### src/rtl/cmd_daisy_router.sv
// cmd_daisy_router: buffers valid-only command pulses and dispatches them to the local or forward AXI-Stream port by address.
module cmd_daisy_router #(
    parameter int unsigned DEPTH_LOG2 = 2,
    parameter logic [7:0]  MY_ADDR    = 8'h00,
    parameter logic [7:0]  BCAST_ADDR = 8'hFF
) (
    input  logic                  clk,
    input  logic                  rst,
    input  logic [63:0]           cmd_TDATA,
    input  logic                  cmd_TVALID,
    output logic [55:0]           local_TDATA,
    output logic                  local_TVALID,
    input  logic                  local_TREADY,
    output logic [63:0]           fwd_TDATA,
    output logic                  fwd_TVALID,
    input  logic                  fwd_TREADY,
    output logic                  overflow,
    output logic [DEPTH_LOG2:0]   fill_level
);

    localparam int unsigned DEPTH = 1 << DEPTH_LOG2;

    typedef enum logic [1:0] {IDLE, LOCAL, FWD, BCAST} state_t;

    state_t              state_q, state_d;
    logic [DEPTH_LOG2:0] wr_ptr_q, wr_ptr_d, rd_ptr_q, rd_ptr_d;
    logic [63:0]         mem_q [DEPTH];
    logic [63:0]         mem_d [DEPTH];
    logic [63:0]         cmd_q, cmd_d;
    logic                local_valid_q, local_valid_d;
    logic                fwd_valid_q, fwd_valid_d;
    logic                overflow_q, overflow_d;
    logic                full, empty, push, pop;
    logic [63:0]         head;

    // The extra pointer MSB makes full and empty distinguishable after wrap-around.
    assign fill_level   = wr_ptr_q - rd_ptr_q;
    assign full         = fill_level == (DEPTH_LOG2 + 1)'(DEPTH);
    assign empty        = wr_ptr_q == rd_ptr_q;
    assign head         = mem_q[rd_ptr_q[DEPTH_LOG2-1:0]];
    assign push         = cmd_TVALID && !full;
    assign pop          = (state_q == IDLE) && !empty;
    assign local_TDATA  = cmd_q[55:0];
    assign fwd_TDATA    = cmd_q;
    assign local_TVALID = local_valid_q;
    assign fwd_TVALID   = fwd_valid_q;
    assign overflow     = overflow_q;

    // FIFO write/read pointers and storage; fullness is judged before any same-cycle pop.
    always_comb begin
        mem_d = mem_q;
        if (push) mem_d[wr_ptr_q[DEPTH_LOG2-1:0]] = cmd_TDATA;
        wr_ptr_d   = push ? wr_ptr_q + 1'b1 : wr_ptr_q;
        rd_ptr_d   = pop ? rd_ptr_q + 1'b1 : rd_ptr_q;
        overflow_d = overflow_q | (cmd_TVALID & full);
    end

    // Dispatch FSM: pop in IDLE, then hold the registered command until each target port accepts.
    always_comb begin
        state_d       = state_q;
        cmd_d         = cmd_q;
        local_valid_d = local_valid_q;
        fwd_valid_d   = fwd_valid_q;
        case (state_q)
            IDLE: begin
                if (!empty) begin
                    cmd_d = head;
                    if (head[63:56] == BCAST_ADDR) begin
                        state_d       = BCAST;
                        local_valid_d = 1'b1;
                        fwd_valid_d   = 1'b1;
                    end else if (head[63:56] == MY_ADDR) begin
                        state_d       = LOCAL;
                        local_valid_d = 1'b1;
                    end else begin
                        state_d     = FWD;
                        fwd_valid_d = 1'b1;
                    end
                end
            end
            LOCAL: begin
                if (local_TREADY) begin
                    local_valid_d = 1'b0;
                    state_d       = IDLE;
                end
            end
            FWD: begin
                if (fwd_TREADY) begin
                    fwd_valid_d = 1'b0;
                    state_d     = IDLE;
                end
            end
            BCAST: begin
                local_valid_d = local_valid_q & ~local_TREADY;
                fwd_valid_d   = fwd_valid_q & ~fwd_TREADY;
                if (!local_valid_d && !fwd_valid_d) state_d = IDLE;
            end
            default: state_d = IDLE;
        endcase
    end

    // State register; an asserted reset discards queued and in-flight commands at once.
    always_ff @(posedge clk or negedge rst) begin
        if (!rst) begin
            state_q       <= IDLE;
            wr_ptr_q      <= '0;
            rd_ptr_q      <= '0;
            cmd_q         <= '0;
            local_valid_q <= 1'b0;
            fwd_valid_q   <= 1'b0;
            overflow_q    <= 1'b0;
            for (int i = 0; i < DEPTH; i++) mem_q[i] <= '0;
        end else begin
            state_q       <= state_d;
            wr_ptr_q      <= wr_ptr_d;
            rd_ptr_q      <= rd_ptr_d;
            cmd_q         <= cmd_d;
            local_valid_q <= local_valid_d;
            fwd_valid_q   <= fwd_valid_d;
            overflow_q    <= overflow_d;
            mem_q         <= mem_d;
        end
    end

endmodule
### config.mk
export PLATFORM = sky130hd
export DESIGN_NAME = cmd_daisy_router
export DESIGN_NICKNAME = d
export VERILOG_FILES = /design/src/rtl/cmd_daisy_router.sv
export SDC_FILE = /design/constraint.sdc
export NUM_CORES = 1
export LEC_CHECK = 0
export CORE_AREA = 2 2 173 175
export DETAILED_ROUTE_END_ITERATION = 16
export DIE_AREA = 0 0 175 177
export PLACE_DENSITY = 0.72
export REMOVE_ABC_BUFFERS = 1
export SETUP_SLACK_MARGIN = 0.2
export SYNTH_ARGS = -nofsm -noshare
export SYNTH_HDL_FRONTEND = slang
export SYNTH_SLANG_ARGS = --single-unit
export TNS_END_PERCENT = 30
### constraint.sdc
create_clock -name clk -period 3.7 [get_ports clk]
set_input_delay 0.74 -clock clk [delete_from_list [all_inputs] [get_ports clk]]
set_output_delay 0.74 -clock clk [all_outputs]
set_load 0.05 [all_outputs]
After elaboration in Yosys (flattened, before gate mapping)
Cells that the tools add are included.
{ "op_classes": {"addsub": 3, "n_lt_le_gt_ge": 3, "eq_ne": 12, "muxes": 23, "bitwise_logic": 9, "reduce_logical": 16} }
{ "op_table": {"columns": ["operator", "n"], "rows": [
  ["bitwise mux 256 bit", 1],
  ["2-to-1 mux 64 bit", 3],
  ["binary-select mux 64 bit (select 2 bit)", 1],
  ["demux 64 bit (select 2 bit)", 1],
  ["2-to-1 mux 2 bit", 6],
  ["AND reduction 4 bit", 3],
  ["== test 8 bit, second input constant", 1],
  ["zero test 8 bit", 1],
  ["2-to-1 mux 1 bit", 8],
  ["inequality test 2 bit, second input constant", 4],
  ["case mux 2 bit (4 select lines)", 1],
  ["adder 3 x 1 -> 3 bit, second input constant", 2],
  ["greater-or-equal comparator 3 bit, second input constant", 2],
  ["NOT 2 -> 3 bit", 2],
  ["case mux 1 bit (3 select lines)", 2],
  ["nonzero test 3 bit", 2],
  ["== test 2 bit, second input constant", 2],
  ["logical AND 1 bit", 4],
  ["zero test 1 bit", 4],
  ["bitwise AND 1 bit", 3],
  ["== test 3 bit", 1],
  ["== test 3 bit, second input constant", 1],
  ["< comparator 3 x 1 -> 1 bit, second input constant", 1],
  ["inequality test 3 x 1 -> 1 bit, second input constant", 1],
  ["other kinds (7)", 9]
]} }
{ "totals": {"regBits": 331} }

Logic depth before layout (Yosys ltp)
Gate-level depths: netlist of the first run.
{ "logic_depth": {"depth_word": 9, "ltp_mapped": 10, "depth_no_buf": 7} }

Worst setup path after synthesis of the first run
No wires, ideal clock.
{ "synth_timing": {"path_type": "flip-flop to flip-flop", "start": "register wr_ptr_q[0]", "end": "register mem_q[10] (netlist name)", "setup_ns": 0.125, "t_arrival_ns": 3.126, "slack_ns": 0.450, "path_stages_with_launch": 10, "synth_period_minus_slack_ns": 3.250, "cell_sequence": "dfrtp_1 > inv_1 > ha_1 > fa_1 > xnor2_1 > a31oi_4 > nand2_1 > buf_2 > buf_4 > mux2_2"} }
{ "synth_via": {"elab_cells_between_ends": 11, "cone_classes": "add/sub (1); order compare (2); eq/ne (1); mux (3); bitwise (1); reduce/logical (3)"} }
{ "synth_rtl": {"columns": ["element", "line", "text"], "rows": [
  ["start, declared", "26", "logic [DEPTH_LOG2:0] wr_ptr_q, wr_ptr_d, rd_ptr_q, rd_ptr_d;"],
  ["start signal, assigned", "115", "wr_ptr_q <= wr_ptr_d;"],
  ["subtractor 3 bit", "37", "assign fill_level = wr_ptr_q - rd_ptr_q;"],
  ["via fill_level[2]", "18", "output logic [DEPTH_LOG2:0] fill_level"],
  ["== test 3 bit", "38", "assign full = fill_level == (DEPTH_LOG2 + 1)'(DEPTH);"],
  ["zero test 1 bit", "41", "assign push = cmd_TVALID && !full;"],
  ["logical AND 1 bit", "41", null],
  ["end signal, assigned", "121", "mem_q <= mem_d;"],
  ["end, declared", "27", "logic [63:0] mem_q [DEPTH];"]
]} }
The timed path passes the listed nets, and every way through them passes these cells.
A chain may end at the register's enable or synchronous reset.

Worst setup path after layout of the first run
{ "layout_timing": {"start": "register wr_ptr_q[0]", "end": "output fill_level[1]"} }
{ "layout_via": {"elab_chain_cells": 1} }
{ "layout_lines": {"columns": ["element", "line"], "rows": [
  ["subtractor 3 bit", "37"],
  ["end, declared", "18"]
]} }
No other way between the ends.

==> metrics.txt, run 1 <==
clock skew 0.0117 ns; Slew @ Worst Pin 0.755 ns; Yosys reg bits 331; Core Area 29,200 um2; DR iter-0 viols 366; CTS Buffer Depth 3; root buf cell clkbuf_16; clk slew on worst S/H paths 0.06 ns; Peak Freq 0.302 GHz; GRT overflow 0; crit path kind flip-flop to primary output; post-route ant nets 0; wire per inst 19.2 um; Die Y 177 um; Resize count post-CTS 0; Post-synth EDFFs 0; row cnt 63; Synth cell types 26; final setup fails 0; final cell count without fillers 1,435; Critical Path End Type primary output; GRT Overall Usage 0.185; Avg Inst Size Synth 16.5 um2; post-DP HPWL 16,600 um; vias in the first global route 8,290; Rel. slew slack 0.497; CTS tree built; Worst Setup Start Kind flip-flop; number of CTS-inserted buffers 36; DR pass1 iterations 4; CP arrival 2.57 ns; Die Width 175 um; Via Count 7,625; status complete, no violations; initial antenna violation count 0; Final period util 0.894; first-pass GRT wire length 45,500 um; Ports 195; Min-Delay Path Class primary input to asynchronous set/reset pin; largest net degree at the start of global routing 93; critical path peak fanout 4; Synth top area share 0.575; area leader, netlist dfrtp_1; Synth Instances 871; worst skew pair latency 0.50 ns; placed cells 1,375; RePlAce Congestion 0.722; Post-CTS Setup Repair Bufs 0; clock sink count 331; DIE AREA 31,000 um2; Synth warnings 0; Setup TNS Final 0 ns; unrepaired setup endpoints after global routing no; Hold Buf Count CTS 0; cell area after synthesis 14,400 um2; cell with the most instances after synthesis dfrtp_1; Fin. Hold Viols 0; Total Routed Length 27,600 um; Async S/R FF share, synth 1.00; Total Nets Final 1,100; post-layout util 0.604; fin crit period 3.31 ns; largest cells by area after synthesis dfrtp_1, mux2_2, mux4_2; worst reg-to-reg setup slack 0.80 ns; n_diodes 0; initial core utilization 0.492; H-tree depth 2; share of cells above drive strength 1 0.450; leading cell types by count after synthesis dfrtp_1, mux2_2, buf_4; total of max-cap violations 0; DR vias/cell 5.31; I/O Buffers 194; Top FF cell, synth dfrtp_1; Max Slew Vio Count 0; Worst EP required 2.96 ns; register area share after synthesis 0.575; Remaining DRCs 0; Area Overhead vs Synth 22.7%
-- cell families after synthesis --
logic type | after synthesis | share of synthesized area
adder cells (fa/ha/maj) | 8 | 0.00747
flip-flops | 331 | 0.575
AND/OR/NAND/NOR | 20 | 0.00643
buffers and inverters | 110 | 0.0501
multiplexers | 383 | 0.350
XOR/XNOR | 6 | 0.00365
AO/OA/AOI/OAI | 13 | 0.00747
-- metal layers --
layer  wire length, um  vias up  track usage
met5                 0        -            0
met4               360        0       0.0372
met3              1090       31       0.0329
met2             13400      140        0.301
met1             12800     4015        0.265
li1                  -     3439            -
-- flip-flops by register name, indices dropped and copies added, names as in the netlist --
name,flops
fwd_TDATA,64
fwd_TVALID,1
wr_ptr_q,3
state_q,2
rd_ptr_q,3
overflow,1
mem_q,256
local_TVALID,1
-- layout by cell type, fill, tap and decap left out, drive strengths merged, types with 2 or more instances in the layout --
cell             n
clkdlybuf4s50  192
mux4            64
bufinv           3
dfrtp          331
buf             24
mux2           319
nor4             2
inv              8
nor2             2
nand4            2
o21ai            4
clkbuf          56
xnor2            6
ha               7
nand2           14
-- final timing paths --
path	start	endpoint	cells after the start
min in group clk	overflow	overflow	1
worst min register to register	overflow	overflow	1
worst min-delay path	rst	mem_q[165]	1
worst max register to register	wr_ptr_q[0]	mem_q[239]	8
max in group asynchronous	rst	mem_q[8]	2
worst max-delay path	wr_ptr_q[0]	fill_level[1]	5
-- through the flow --
stage	area [um2]	worst slack [ns]	hold slack (ns)
finish	17700	0.392	0.289
floorplan	13700	-5.46	0.444
global route	17700	0.297	0.337
detailed placement	16400	0.795	0.458
global placement	16400	0.858	0.455
CTS	17700	0.354	0.309
-- layout make-up --
type | instances | area (um2)
inverters | 8 | 30.0
repair buffers | 216 | 2200
clock buffers | 56 | 1140
multi-input cells | 430 | 5430
fillers | 2207 | 11600
clock inverters | 4 | 95.1
flip-flops and latches | 331 | 8290
well taps | 390 | 488
-- critical path, cell delays in order, from the launching register on --
cell	delay, ns
dfrtp_1	0.37
inv_1	0.10
ha_1	0.22
fa_1	0.51
inv_1	0.08
clkdlybuf4s50_1	0.79
Power of run 1 is left out: the tool's default activity adds up to more than one toggle a clock period on the data nets, which glitch-free logic cannot reach.
==> run 2, diff against run 1 <==
--- a/config.mk
+++ b/config.mk
@@ -5,6 +5,7 @@
 export SDC_FILE = /design/constraint.sdc
 export NUM_CORES = 1
 export LEC_CHECK = 0
+export CAP_MARGIN = 25
 export CORE_AREA = 2 2 173 175
 export DETAILED_ROUTE_END_ITERATION = 16
 export DIE_AREA = 0 0 175 177
==> results of run 2 <==
The final DEF is identical to that of run 1; final timing and power are the same.
Power of run 2 is left out for the same reason.
